### src/rtl/lsu_ctrl.sv
// -----------------------------------------------------------------------------
// lsu_ctrl
//
// Load/store sequencer sitting between the MEM stage and the data memory port.
// A MEM-stage load or store is turned into a request/grant/response transaction
// on a word-addressed bus. The pipeline is stalled until the access completes,
// then the aligned and sign/zero-extended load result is presented on dataR_o
// for capture by the MEM/WB register.
//
// Parameters
//   Width          data/address width (only 32 is supported; 4 byte lanes)
//   TimeoutCycles  WAIT cycles allowed before a bus error is declared (1..255)
//
// Ports
//   clk_i, rst_ni        clock, asynchronous active-low reset
//   ld_MEM, st_MEM       MEM-stage load / store (mutually exclusive)
//   funct3_MEM           access size and sign code
//   alu_MEM              byte address
//   wdata_MEM            store data (low bits used)
//   mem_req_o .. be_o    registered bus request fields, non-zero only in REQ
//   mem_gnt_i            request accepted this cycle
//   mem_rvalid_i/rdata_i read response
//   stall_o              hold PC, IF/ID, ID/EX and EX/MEM
//   dataR_o              extended load result, held until the next load
//   misalign_o           one-cycle pulse: misaligned access or illegal funct3
//   bus_err_o            one-cycle pulse in DONE after a response timeout
// -----------------------------------------------------------------------------
module lsu_ctrl #(
    parameter int unsigned Width         = 32,
    parameter int unsigned TimeoutCycles = 64
) (
    input  logic             clk_i,
    input  logic             rst_ni,

    input  logic             ld_MEM,
    input  logic             st_MEM,
    input  logic [2:0]       funct3_MEM,
    input  logic [Width-1:0] alu_MEM,
    input  logic [Width-1:0] wdata_MEM,

    output logic             mem_req_o,
    output logic             mem_we_o,
    output logic [Width-1:0] mem_addr_o,
    output logic [Width-1:0] mem_wdata_o,
    output logic [3:0]       mem_be_o,
    input  logic             mem_gnt_i,
    input  logic             mem_rvalid_i,
    input  logic [Width-1:0] mem_rdata_i,

    output logic             stall_o,
    output logic [Width-1:0] dataR_o,
    output logic             misalign_o,
    output logic             bus_err_o
);

    typedef enum logic [1:0] {
        StIdle,
        StReq,
        StWait,
        StDone
    } state_e;

    // Counter value seen in the last permitted WAIT cycle.
    localparam logic [7:0] TimeoutLast = 8'(TimeoutCycles - 1);

    state_e           state_q, state_d;
    logic [7:0]       cnt_q, cnt_d;

    // Bus request registers; they double as the latched we/addr/be/wdata.
    logic             req_q;
    logic             we_q;
    logic [Width-1:0] addr_q;
    logic [Width-1:0] wdata_q;
    logic [3:0]       be_q;

    // Fields still needed after the grant to extract the load result.
    logic [2:0]       funct3_q;
    logic [1:0]       off_q;

    logic [Width-1:0] dataR_q;
    logic             bus_err_q;

    // Decode of the current MEM-stage access.
    logic             access;
    logic             code_ok;
    logic             aligned;
    logic             legal_acc;
    logic             illegal_acc;
    logic [3:0]       be_new;
    logic [Width-1:0] wdata_new;

    // FSM event strobes.
    logic             accept;
    logic             take_rdata;
    logic             timeout;

    // Load extraction.
    logic [7:0]       byte_sel;
    logic [15:0]      half_sel;
    logic [Width-1:0] load_ext;

    // -------------------------------------------------------------------------
    // Access decode
    // -------------------------------------------------------------------------
    assign access = ld_MEM | st_MEM;

    always_comb begin
        code_ok = 1'b0;
        if (ld_MEM) begin
            case (funct3_MEM)
                3'b000, 3'b001, 3'b010, 3'b100, 3'b101: code_ok = 1'b1;
                default:                                code_ok = 1'b0;
            endcase
        end else if (st_MEM) begin
            case (funct3_MEM)
                3'b000, 3'b001, 3'b010: code_ok = 1'b1;
                default:                code_ok = 1'b0;
            endcase
        end
    end

    always_comb begin
        case (funct3_MEM[1:0])
            2'b01:   aligned = ~alu_MEM[0];
            2'b10:   aligned = (alu_MEM[1:0] == 2'b00);
            default: aligned = 1'b1;
        endcase
    end

    assign legal_acc   = access & code_ok & aligned;
    assign illegal_acc = access & ~(code_ok & aligned);

    always_comb begin
        case (funct3_MEM[1:0])
            2'b00:   be_new = 4'b0001 << alu_MEM[1:0];
            2'b01:   be_new = 4'b0011 << alu_MEM[1:0];
            default: be_new = 4'b1111;
        endcase
    end

    // Store data is replicated across lanes so the byte enables pick it out.
    always_comb begin
        wdata_new = '0;
        if (st_MEM) begin
            case (funct3_MEM[1:0])
                2'b00:   wdata_new = {4{wdata_MEM[7:0]}};
                2'b01:   wdata_new = {2{wdata_MEM[15:0]}};
                default: wdata_new = wdata_MEM;
            endcase
        end
    end

    // -------------------------------------------------------------------------
    // Load extraction from the returned word
    // -------------------------------------------------------------------------
    assign byte_sel = mem_rdata_i[{off_q, 3'b000} +: 8];
    assign half_sel = off_q[1] ? mem_rdata_i[31:16] : mem_rdata_i[15:0];

    always_comb begin
        case (funct3_q)
            3'b000:  load_ext = {{24{byte_sel[7]}}, byte_sel};
            3'b100:  load_ext = {24'b0, byte_sel};
            3'b001:  load_ext = {{16{half_sel[15]}}, half_sel};
            3'b101:  load_ext = {16'b0, half_sel};
            default: load_ext = mem_rdata_i;
        endcase
    end

    // -------------------------------------------------------------------------
    // FSM next state and combinational outputs
    // -------------------------------------------------------------------------
    always_comb begin
        state_d    = state_q;
        cnt_d      = cnt_q;
        stall_o    = 1'b0;
        misalign_o = 1'b0;
        accept     = 1'b0;
        take_rdata = 1'b0;
        timeout    = 1'b0;

        case (state_q)
            StIdle: begin
                if (legal_acc) begin
                    accept  = 1'b1;
                    stall_o = 1'b1;
                    state_d = StReq;
                end else if (illegal_acc) begin
                    misalign_o = 1'b1;
                end
            end

            StReq: begin
                stall_o = 1'b1;
                if (mem_gnt_i) begin
                    state_d = we_q ? StDone : StWait;
                    cnt_d   = 8'd0;
                end
            end

            StWait: begin
                stall_o = 1'b1;
                cnt_d   = cnt_q + 8'd1;
                // A response in the last permitted cycle still wins over the timeout.
                if (mem_rvalid_i) begin
                    take_rdata = 1'b1;
                    state_d    = StDone;
                end else if (cnt_q == TimeoutLast) begin
                    timeout = 1'b1;
                    state_d = StDone;
                end
            end

            StDone: begin
                // The instruction still present here already completed.
                state_d = StIdle;
            end

            default: state_d = StIdle;
        endcase
    end

    // -------------------------------------------------------------------------
    // State registers
    // -------------------------------------------------------------------------
    always_ff @(posedge clk_i or negedge rst_ni) begin
        if (!rst_ni) begin
            state_q <= StIdle;
            cnt_q   <= 8'd0;
        end else begin
            state_q <= state_d;
            cnt_q   <= cnt_d;
        end
    end

    // Request fields load on acceptance and clear on grant, so they are only
    // non-zero while in REQ.
    always_ff @(posedge clk_i or negedge rst_ni) begin
        if (!rst_ni) begin
            req_q   <= 1'b0;
            we_q    <= 1'b0;
            addr_q  <= '0;
            wdata_q <= '0;
            be_q    <= 4'b0;
        end else if (accept) begin
            req_q   <= 1'b1;
            we_q    <= st_MEM;
            addr_q  <= {alu_MEM[Width-1:2], 2'b00};
            wdata_q <= wdata_new;
            be_q    <= be_new;
        end else if ((state_q == StReq) && mem_gnt_i) begin
            req_q   <= 1'b0;
            we_q    <= 1'b0;
            addr_q  <= '0;
            wdata_q <= '0;
            be_q    <= 4'b0;
        end
    end

    always_ff @(posedge clk_i or negedge rst_ni) begin
        if (!rst_ni) begin
            funct3_q <= 3'b0;
            off_q    <= 2'b0;
        end else if (accept) begin
            funct3_q <= funct3_MEM;
            off_q    <= alu_MEM[1:0];
        end
    end

    always_ff @(posedge clk_i or negedge rst_ni) begin
        if (!rst_ni) begin
            dataR_q   <= '0;
            bus_err_q <= 1'b0;
        end else begin
            bus_err_q <= timeout;
            if (take_rdata) begin
                dataR_q <= load_ext;
            end else if (timeout) begin
                dataR_q <= '0;
            end
        end
    end

    // -------------------------------------------------------------------------
    // Outputs
    // -------------------------------------------------------------------------
    assign mem_req_o   = req_q;
    assign mem_we_o    = we_q;
    assign mem_addr_o  = addr_q;
    assign mem_wdata_o = wdata_q;
    assign mem_be_o    = be_q;
    assign dataR_o     = dataR_q;
    assign bus_err_o   = bus_err_q;

endmodule

### config.mk
export PLATFORM = sky130hd
export DESIGN_NAME = lsu_ctrl
export DESIGN_NICKNAME = d
export VERILOG_FILES = /design/src/rtl/lsu_ctrl.sv
export SDC_FILE = /design/constraint.sdc
export NUM_CORES = 1
export LEC_CHECK = 0
export BUFFER_PORTS_ARGS = -buffer_cell sky130_fd_sc_hd__buf_2
export CAP_MARGIN = 0
export CORE_AREA = 10 10 129 131
export DETAILED_ROUTE_END_ITERATION = 12
export DIE_AREA = 0 0 139 141
export PLACE_DENSITY = 0.66
export SYNTH_ARGS = -nofsm -noshare
export SYNTH_HDL_FRONTEND = slang
export SYNTH_SLANG_ARGS = --single-unit
export TNS_END_PERCENT = 100
### constraint.sdc
create_clock -name clk_i -period 3.1 [get_ports clk_i]
set_input_delay 0.31 -clock clk_i [delete_from_list [all_inputs] [get_ports clk_i]]
set_output_delay 0.31 -clock clk_i [all_outputs]
set_load 0.02 [all_outputs]
# == Word level (Yosys, flattened, before mapping) ==
# Index checks and enable logic that the tools add are counted.
# classes
addsub,1
eq_ne,16
shifts,3
n_mux,39
n_bitwise,7
n_reduce_logical,14
# op_table
cell,n
32-bit 2-to-1 mux,6
32-bit case mux with 4 select lines,1
32-bit case mux with 2 select lines,1
32-bit by 6-bit variable part select with 8-bit output,1
1-bit 2-to-1 mux,18
16-bit 2-to-1 mux,1
8-bit case mux with 2 select lines,1
"3-bit equality test, second input constant",4
"8-bit by 1-bit adder with 8-bit output, second input constant",1
"8-bit by 6-bit equality test with 1-bit output, second input constant",1
2-bit 2-to-1 mux,4
4-bit 2-to-1 mux,2
8-bit 2-to-1 mux,1
2-bit case mux with 4 select lines,1
4-bit case mux with 2 select lines,1
"2-bit equality test, second input constant",3
"3-bit by 1-bit equality test with 1-bit output, second input constant",2
2-bit zero test,3
3-bit zero test,2
2-bit nonzero test,3
5-bit OR reduction,1
1-bit bitwise AND,4
"2-bit by 1-bit equality test with 1-bit output, second input constant",2
"2-bit inequality test, second input constant",2
12 further kinds,14
# totals
ff_bits,118
in_bits,105
out_inout_bits,105
elab_cells,91

# == Longest topological paths before layout ==
# Gate-level depths: netlist of the first run.
# logic_depth
ltp_word,11
mapped_depth,10
depth_no_buf,7

# == Worst setup path before layout of the first run ==
# Ideal clock, no wire load.
# synth_path
kind,input to output
startpoint,input port funct3_MEM[0]
endpoint,output port stall_o
arrival_time_ps,1982
required_ps,2790
slack_ps,808
cell_stages,9
path_buffers,2
path_cell_list,inv_1 -> ha_1 -> inv_1 -> o311a_1 -> nor3b_2 -> buf_2 -> buf_2 -> nor2_1 -> nor2_1
# synth_between
elab_chain_cells,9
elab_cells_between_ends,18
cone_classes,eq/ne: 6; mux: 7; bitwise: 2; reduce/logical: 3
# synth_lines
element,line_no,source
from (decl),37,"input logic [2:0] funct3_MEM,"
"3-bit by 1-bit equality test with 1-bit output, or another cell as far along","110, 115",
3-bit OR reduction,115,case (funct3_MEM)
1-bit 2-to-1 mux,115,
1-bit 2-to-1 mux,114,end else if (st_MEM) begin
1-bit 2-to-1 mux,109,if (ld_MEM) begin
1-bit bitwise AND,130,assign legal_acc = access & code_ok & aligned;
1-bit bitwise AND *,130,
1-bit 2-to-1 mux *,183,if (legal_acc) begin
1-bit case mux with 2 select lines *,181,case (state_q)
to (decl),50,"output logic stall_o,"
# Every way passes the cells marked *; elsewhere a longest branch is shown, timed or not.

# == Final worst setup path of the first run ==
# layout_path
startpoint,register funct3_q[0]
endpoint,"register dataR_q[17], in the netlist dataR_o[17]"
# layout_between
elab_chain_cells,3
elab_cells_between_ends,6
cone_classes,eq/ne: 3; mux: 2; reduce/logical: 1
# layout_lines
element,line_no,source
from (decl),77,logic [2:0] funct3_q;
from (signal assigned),264,funct3_q <= funct3_MEM;
"3-bit equality test, or another cell as far along",160,case (funct3_q)
32-bit case mux with 4 select lines *,160,
32-bit 2-to-1 mux *,275,if (take_rdata) begin
to (signal assigned),276,dataR_q <= load_ext;
to (decl),80,logic [Width-1:0] dataR_q;
# Marked as above.
# A chain may end at the register's enable or synchronous reset.

==> impl_metrics.yaml, run 1 <==
yosys:
  syn_area_per_cell_um2: 10.5
  synthAdderAreaFrac_pct: 2.03
  ys_warn_count: 0
  yosysSeqAreaShare_pct: 52.3
  synth_cell_types: 46
  synth_top_family_by_area: "compound AO/OA/AOI/OAI gates"
  synth_cells: 528
  synth_simple_gate_area_share_pct: 12.0
  synth_seq_cells: 116
  synth_flop_cell: "dfrtp_1"
  async_flop_share_pct: 100
  synth_mux_area_share_pct: 5.45
  yosys.area_share.xor_xnor_pct: 0.315
  synth_compound_area_share_pct: 23.9
  synth-edff-count: 0
  syn_area_um2: 5560
sta:
  setup_violations: 0
  finalCritPeriodShare_pct: 74.5
  max_slew.worst_pin.slew_ns: 1.09
  rsz0062_at_grt: "false"
  max_freq_ghz: 0.433
  hold_slack_ns: 0.0254
  skew_ns: 0.0108
  max_slew_margin_pct: 27.5
  layout_min_cycle_time_ns: 2.31
  fin_tns_setup_ns: 0
  slew_violations: 0
  hold_viol_final: 0
global_route:
  gr-usage-all-layers_pct: 17.7
  grt_pass1_vias: 5195
  grt_overflow: 0
  grt_max_degree: 71
  grt_pass1_wl_mm: 28.2
  antenna_found_initial: 4
clock_tree:
  clock-root-buffer: "clkbuf_16"
  cts_tree: "done"
  cts_buffer_depth: 2
  cts_htree_levels: 4
  clk_latency_ns: 0.42
  cts_sinks: 116
  post_cts_resized: 0
  cts_setup_buffers: 0
  ctsHoldBuffers: 0
  clk_pin_slew_worst_paths_ns: 0.06
  cts_made_buffers: 17
place:
  place.gp.congestion: 0.855
  dp_hpwl_mm: 12.9
  placed_area_um2: 6760
  port_buffers: 207
worst_setup_path:
  reg2reg_slack_ns: 0.79
  crit_path_cell_trace: "o21ai_0 > a2111oi_4 > a221o_1"
  path_class: "flip-flop to flip-flop"
  worstPathMaxFanout: 19
  worstRegToRegCells: 3
  slowest_delay_ns: 0.94
  startpoint: "funct3_q[0]$_DFFE_PN0P_"
  cp.required_ns: 3.45
  slowest_stage: "a2111oi_4"
  rr_endpoint: "dataR_o[17]$_DFFE_PN0P_"
  cp-start-kind: "flip-flop"
  cp-end-kind: "flip-flop"
  cp_data_arrival_time_ns: 2.66
  r2r-start: "funct3_q[0]$_DFFE_PN0P_"
layout:
  n_fill_cell: 1290
  drive_above_1_share_pct: 36.4
  nets: 839
  areaGrowthSynthToFinish_pct: 34.2
  postLayoutCellArea_um2: 7450
  seqCellArea_um2: 2900
  multi_input_area_um2: 2450
run:
  drv_cap: 0
die:
  die_h_um: 141
  rows: 44
  io_pins: 210
  die-area_um2: 19600
  die_w_um: 139
  coreArea_um2: 14200
  start_util_pct: 39.1
min_path:
  worstHoldPathType: "input pin to async pin"
power:
  p_leak_nw: 3.76
  power_density_nw_per_um2: 1040
  peakVddDrop_v: 0.000439
drt:
  dr_total_vias: 4979
  drt_pass1_iterations: 4
  vias_per_cell: 5.40
  wl_per_cell_um: 19.2
  drt_iter0_drc: 311
  antenna_left: 0
  route.detailed.drc: 0
  wl_mm: 17.7
status:
  status: "finished clean"
-- placed cells by master (no fill, tap or decap), types with 17 or more instances in the layout --
master     count
a221o_1       20
a22o_1        19
buf_2        206
clkbuf_16     17
dfrtp_1      116
nand2_1       72
nor2_1        22
o21ai_0       54
o2bb2ai_1     33
-- where the power goes --
part	leakage, nW	internal (mW)	switching [mW]
clock network	0.336	1.60	0.708
logic	1.89	1.13	1.80
registers	1.54	2.08	0.456
total	3.76	4.82	2.96
-- Yosys cell counts (4+ instances only) --
cell	number	share of area (%)
nand2b_1	16	1.8
o22ai_1	4	0.45
and2_1	6	0.68
nor2_1	23	1.6
a211oi_1	4	0.54
mux4_2	4	1.6
a32o_1	9	1.6
ha_1	9	2.0
dfrtp_1	116	52
o2bb2ai_1	33	5.2
mux2_2	9	1.8
buf_2	10	0.90
a21o_1	4	0.54
a22oi_1	8	1.1
nand2_1	72	4.9
nor3_1	9	0.81
nand3_1	6	0.54
inv_1	11	0.74
o21ai_0	54	4.9
a21oi_1	17	1.5
a221o_1	20	3.6
mux2i_1	10	1.8
clkbuf_1	26	1.8
a22o_1	19	3.0
-- registers in the layout, indices dropped and copies added (netlist names) --
| register | cells |
|---|---|
| bus_err_o | 1 |
| off_q | 2 |
| mem_wdata_o | 32 |
| cnt_q | 8 |
| mem_be_o | 4 |
| mem_we_o | 1 |
| funct3_q | 3 |
| mem_req_o | 1 |
| dataR_o | 32 |
| mem_addr_o | 30 |
| state_q | 2 |
-- cell families after synthesis --
family / after synthesis
buffers and inverters: 52
flip-flops: 116
adder cells (fa/ha/maj): 9
XOR/XNOR: 2
AO/OA/AOI/OAI: 180
multiplexers: 24
AND/OR/NAND/NOR: 144
other: 1
-- stage by stage --
stage	utilization (%)	power, mW	setup WS [ns]	instances
global placement	47.6	5.41	0.714	890
CTS	52.5	7.85	0.814	921
floorplan	-	4.40	0.808	529
finish	52.5	7.78	0.791	922
detailed placement	47.6	5.49	0.592	890
global route	52.5	8.22	0.649	922
-- metal layers --
layer	part of all wire [%]	vias up	global-route usage, %
li1	-	2337	-
met1	43	2424	21.1
met2	48	194	28.6
met3	7.7	22	6.68
met4	1.4	2	6.37
met5	0.073	-	0
-- worst max-delay path, delay by kind of cell, from the launching register on --
kind               cells  cell delay [ns]
AOI/OAI and AO/OA      3             1.46
DFF                    1             0.77
-- worst max-delay path by stage --
stage	depth (start not counted)	end	slack, ns
after global routing	3	dataR_o[17]$_DFFE_PN0P_	0.65
after global placement	8	mem_wdata_o[22]$_DFFE_PN0P_	0.71
final	3	dataR_o[17]$_DFFE_PN0P_	0.79
after floorplan	9	stall_o	0.81
after CTS	3	dataR_o[17]$_DFFE_PN0P_	0.81
after detailed placement	8	mem_wdata_o[19]$_DFFE_PN0P_	0.59
-- cell type report --
type / count / share of cell area, %
sequential: 116 / 38.9
multi-input combinational: 361 / 32.9
inverter: 11 / 0.554
tap: 184 / 3.09
clock inverter: 13 / 3.41
timing repair buffer: 218 / 15.2
clock buffer: 18 / 5.89
antenna: 1 / 0.0336
(Power assumes the default switching activity.)
==> inputs of run 2 (changes only) <==
Settings changed: ABC_AREA set to 1, CORE_AREA 10 10 129 131 to 10 10 135 137, DIE_AREA 0 0 139 141 to 0 0 145 147.
Clock period 3.1 ns to 2.1 ns, I/O delays scaled along.
==> run 2 against run 1 <==
- critical path depth increased by 2
- non-clock buffer count increased by 38
- critical path type is now flip-flop to output port
- synthesized cell count increased by 57%
==> impl_metrics.yaml, run 2 <==
layout:
  n_fill_cell: 1562
  seqCellArea_um2: 2900
  areaGrowthSynthToFinish_pct: 35.2
  multi_input_area_um2: 2720
  layout_common_cells: "nand2_1 (327), buf_2 (206), dfrtp_1 (116), nand3_1 (96), o21ai_0 (63)"
  nets: 1175
  drive_above_1_share_pct: 25.1
  mostFrequentLayoutCell: "nand2_1"
power:
  p_int_mw: 6.41
  p_sw_mw: 4.95
  peakVddDrop_v: 0.000686
  pwr-share-seq_pct: 32.3
  power_density_nw_per_um2: 1390
  comb_power_share_pct: 43.0
  p_leak_nw: 4.67
  switching_share_pct: 43.5
  power.share.clock_pct: 24.7
global_route:
  grt_pass1_vias: 6204
  grt_max_degree: 117
  grt_overflow: 0
  grt_pass1_wl_mm: 32.9
  gr-usage-all-layers_pct: 18.9
  antenna_found_initial: 0
clock_tree:
  cts_made_buffers: 17
  cts_tree: "done"
  clk_pin_slew_worst_paths_ns: 0.06
  clock-root-buffer: "clkbuf_16"
  cts_sinks: 116
  cts_htree_levels: 4
  clk_latency_ns: 0.42
  post_cts_resized: 0
  cts_buffer_depth: 2
drt:
  dr_total_vias: 6250
  drt_pass1_iterations: 5
  drt_iter0_drc: 453
  route.detailed.drc: 0
  wl_per_cell_um: 15.8
  vias_per_cell: 4.84
  wl_mm: 20.4
  antenna_left: 0
die:
  coreArea_um2: 15600
  start_util_pct: 38.9
  io_pins: 210
  die-area_um2: 21300
  die_h_um: 147
  die_w_um: 145
  rows: 46
place:
  place.gp.congestion: 0.870
  dp_hpwl_mm: 14.3
  dp_slack_ns: 0.291
  port_buffers: 207
yosys:
  synth_common_cells: "nand2_1 (328), dfrtp_1 (116), nand3_1 (96), o21ai_0 (63), nor2_1 (60)"
  syn_area_um2: 6060
  async_flop_share_pct: 100
  yosysSeqAreaShare_pct: 47.9
  yosysTopAreaCell: "dfrtp_1"
  syn_area_per_cell_um2: 7.30
  synth_top_area_share_pct: 47.9
  synth_cell_types: 26
  synth_seq_cells: 116
  synth-edff-count: 0
  ys_warn_count: 0
  synth_flop_cell: "dfrtp_1"
  synth_cells: 831
  yosysMostFrequentCell: "nand2_1"
  synth_area_leaders: "dfrtp_1 (48%), nand2_1 (20%), nand3_1 (7.9%), o21ai_0 (5.2%), nor2_1 (3.7%)"
sta:
  fin_tns_setup_ns: 0
  hold_viol_final: 0
  slew_violations: 0
  layout_min_cycle_time_ns: 1.94
  max_freq_ghz: 0.515
  setup_ws_ns: 0.158
  max_slew.worst_pin.slew_ns: 0.665
  rsz0062_at_grt: "false"
  skew_ns: 0.00764
  setup_violations: 0
  finalCritPeriodShare_pct: 92.5
  max_slew_margin_pct: 55.7
worst_setup_path:
  cp_data_arrival_time_ns: 1.73
  cp.required_ns: 1.89
  worstPathMaxFanout: 5
  slowest_stage: "dfrtp_1"
  cp-start-kind: "flip-flop"
  rr_endpoint: "cnt_q[4]$_DFFE_PN0P_"
  worstRegToRegCells: 9
  crit_path_cell_trace: "inv_1 > ha_1 > nand2_1 > a21oi_1 > buf_2"
  path_buf_inv: 2
  crit_family: "flip-flops"
  cp-end-kind: "output port"
  r2r-start: "state_q[0]$_DFFE_PN0P_"
  cp.depth: 5
  path_class: "flip-flop to output port"
  reg2reg_slack_ns: 0.29
  slowest_delay_ns: 0.42
min_path:
  hold_path_depth: 3
  worstHoldPathType: "input pin to flip-flop"
  hold_end: "mem_wdata_o[7]$_DFFE_PN0P_"
  min_from: "wdata_MEM[7]"
run:
  drv_cap: 0
status:
  status: "finished clean"
==> run 2: changes by cell type after synthesis, moves of 10 or more <==
cell and change:
o2bb2ai_1 -33, mux2i_1 -10, a221o_1 -20, nor2_1 +37, nand3_1 +90, nand2b_1 -16, a22o_1 -19, inv_1 +34
a21oi_1 +24, nand2_1 +256
==> run 2: power groups by stage <==
stage	combinational, mW	clock [mW]	sequential, mW
after floorplan	2.27	0	4.54
after global placement	4.80	0	3.69
after detailed placement	4.88	0	3.67
after CTS	4.93	2.85	3.67
after global routing	5.46	2.96	3.80
final	4.88	2.81	3.68
==> run 2: cell type report <==
cell class	instances	area share [%]
sequential	116	35.4
tap	216	3.30
multi-input combinational	617	33.2
timing repair buffer	256	18.7
antenna	1	0.0305
inverter	53	2.43
clock buffer	21	5.74
clock inverter	11	1.25
==> run 2: logic make-up (layout without fill, tap and decap cells) <==
| family | after synthesis | count (layout) | synth area share, % |
|---|---|---|---|
| other | 1 | 3 | 0.0618 |
| adders and majority gates | 9 | 9 | 1.86 |
| buffers and inverters | 99 | 341 | 7.41 |
| DFF | 116 | 116 | 47.9 |
| and+or+nand+nor | 499 | 499 | 33.9 |
| AOI/OAI and AO/OA | 107 | 107 | 8.93 |
==> run 2: worst max path at each step <==
stage | start | end | slack, ns
global route | state_q[0]$_DFFE_PN0P_ | misalign_o | 0.03
finish | state_q[0]$_DFFE_PN0P_ | misalign_o | 0.16
global placement | funct3_MEM[1] | stall_o | 0.34
floorplan | funct3_MEM[0] | stall_o | 0.48
detailed placement | funct3_MEM[1] | mem_addr_o[23]$_DFFE_PN0P_ | 0.29
CTS | state_q[0]$_DFFE_PN0P_ | misalign_o | 0.13
==> run 2: timing repair <==
item	CTS	global route
hold buffers	31	0
endpoints found under the setup margin	1	0
endpoints found under the hold margin	146	0
buffers inserted	1	0
==> run 2: per-stage QoR <==
stage	utilization [%]	instance area (um^2)	std cells	power (mW)	hold WS [ns]
after CTS	52.6	8200	1290	11.4	0.0632
after global placement	46.8	7310	1226	8.49	0.364
after detailed placement	46.8	7310	1226	8.55	0.362
final	52.6	8200	1291	11.4	0.0790
after floorplan	-	6070	832	6.81	-0.0856
after global routing	52.6	8200	1290	12.2	0.0785
==> run 2: tightest hold or removal path: stages <==
cell and delay [ns]:
buf_2 0.12, nand2_1 0.06, o21ai_0 0.06
==> run 2: metal layers <==
| layer | global-route usage, % | share of wire [%] | up-vias | wire length, um |
|---|---|---|---|---|
| met5 | 0 | 0 | - | 0 |
| met4 | 6.03 | 1.3 | 0 | 257 |
| met3 | 7.03 | 9.4 | 23 | 1910 |
| met2 | 29.2 | 45 | 236 | 9230 |
| met1 | 24.1 | 44 | 2895 | 8950 |
| li1 | - | - | 3096 | - |
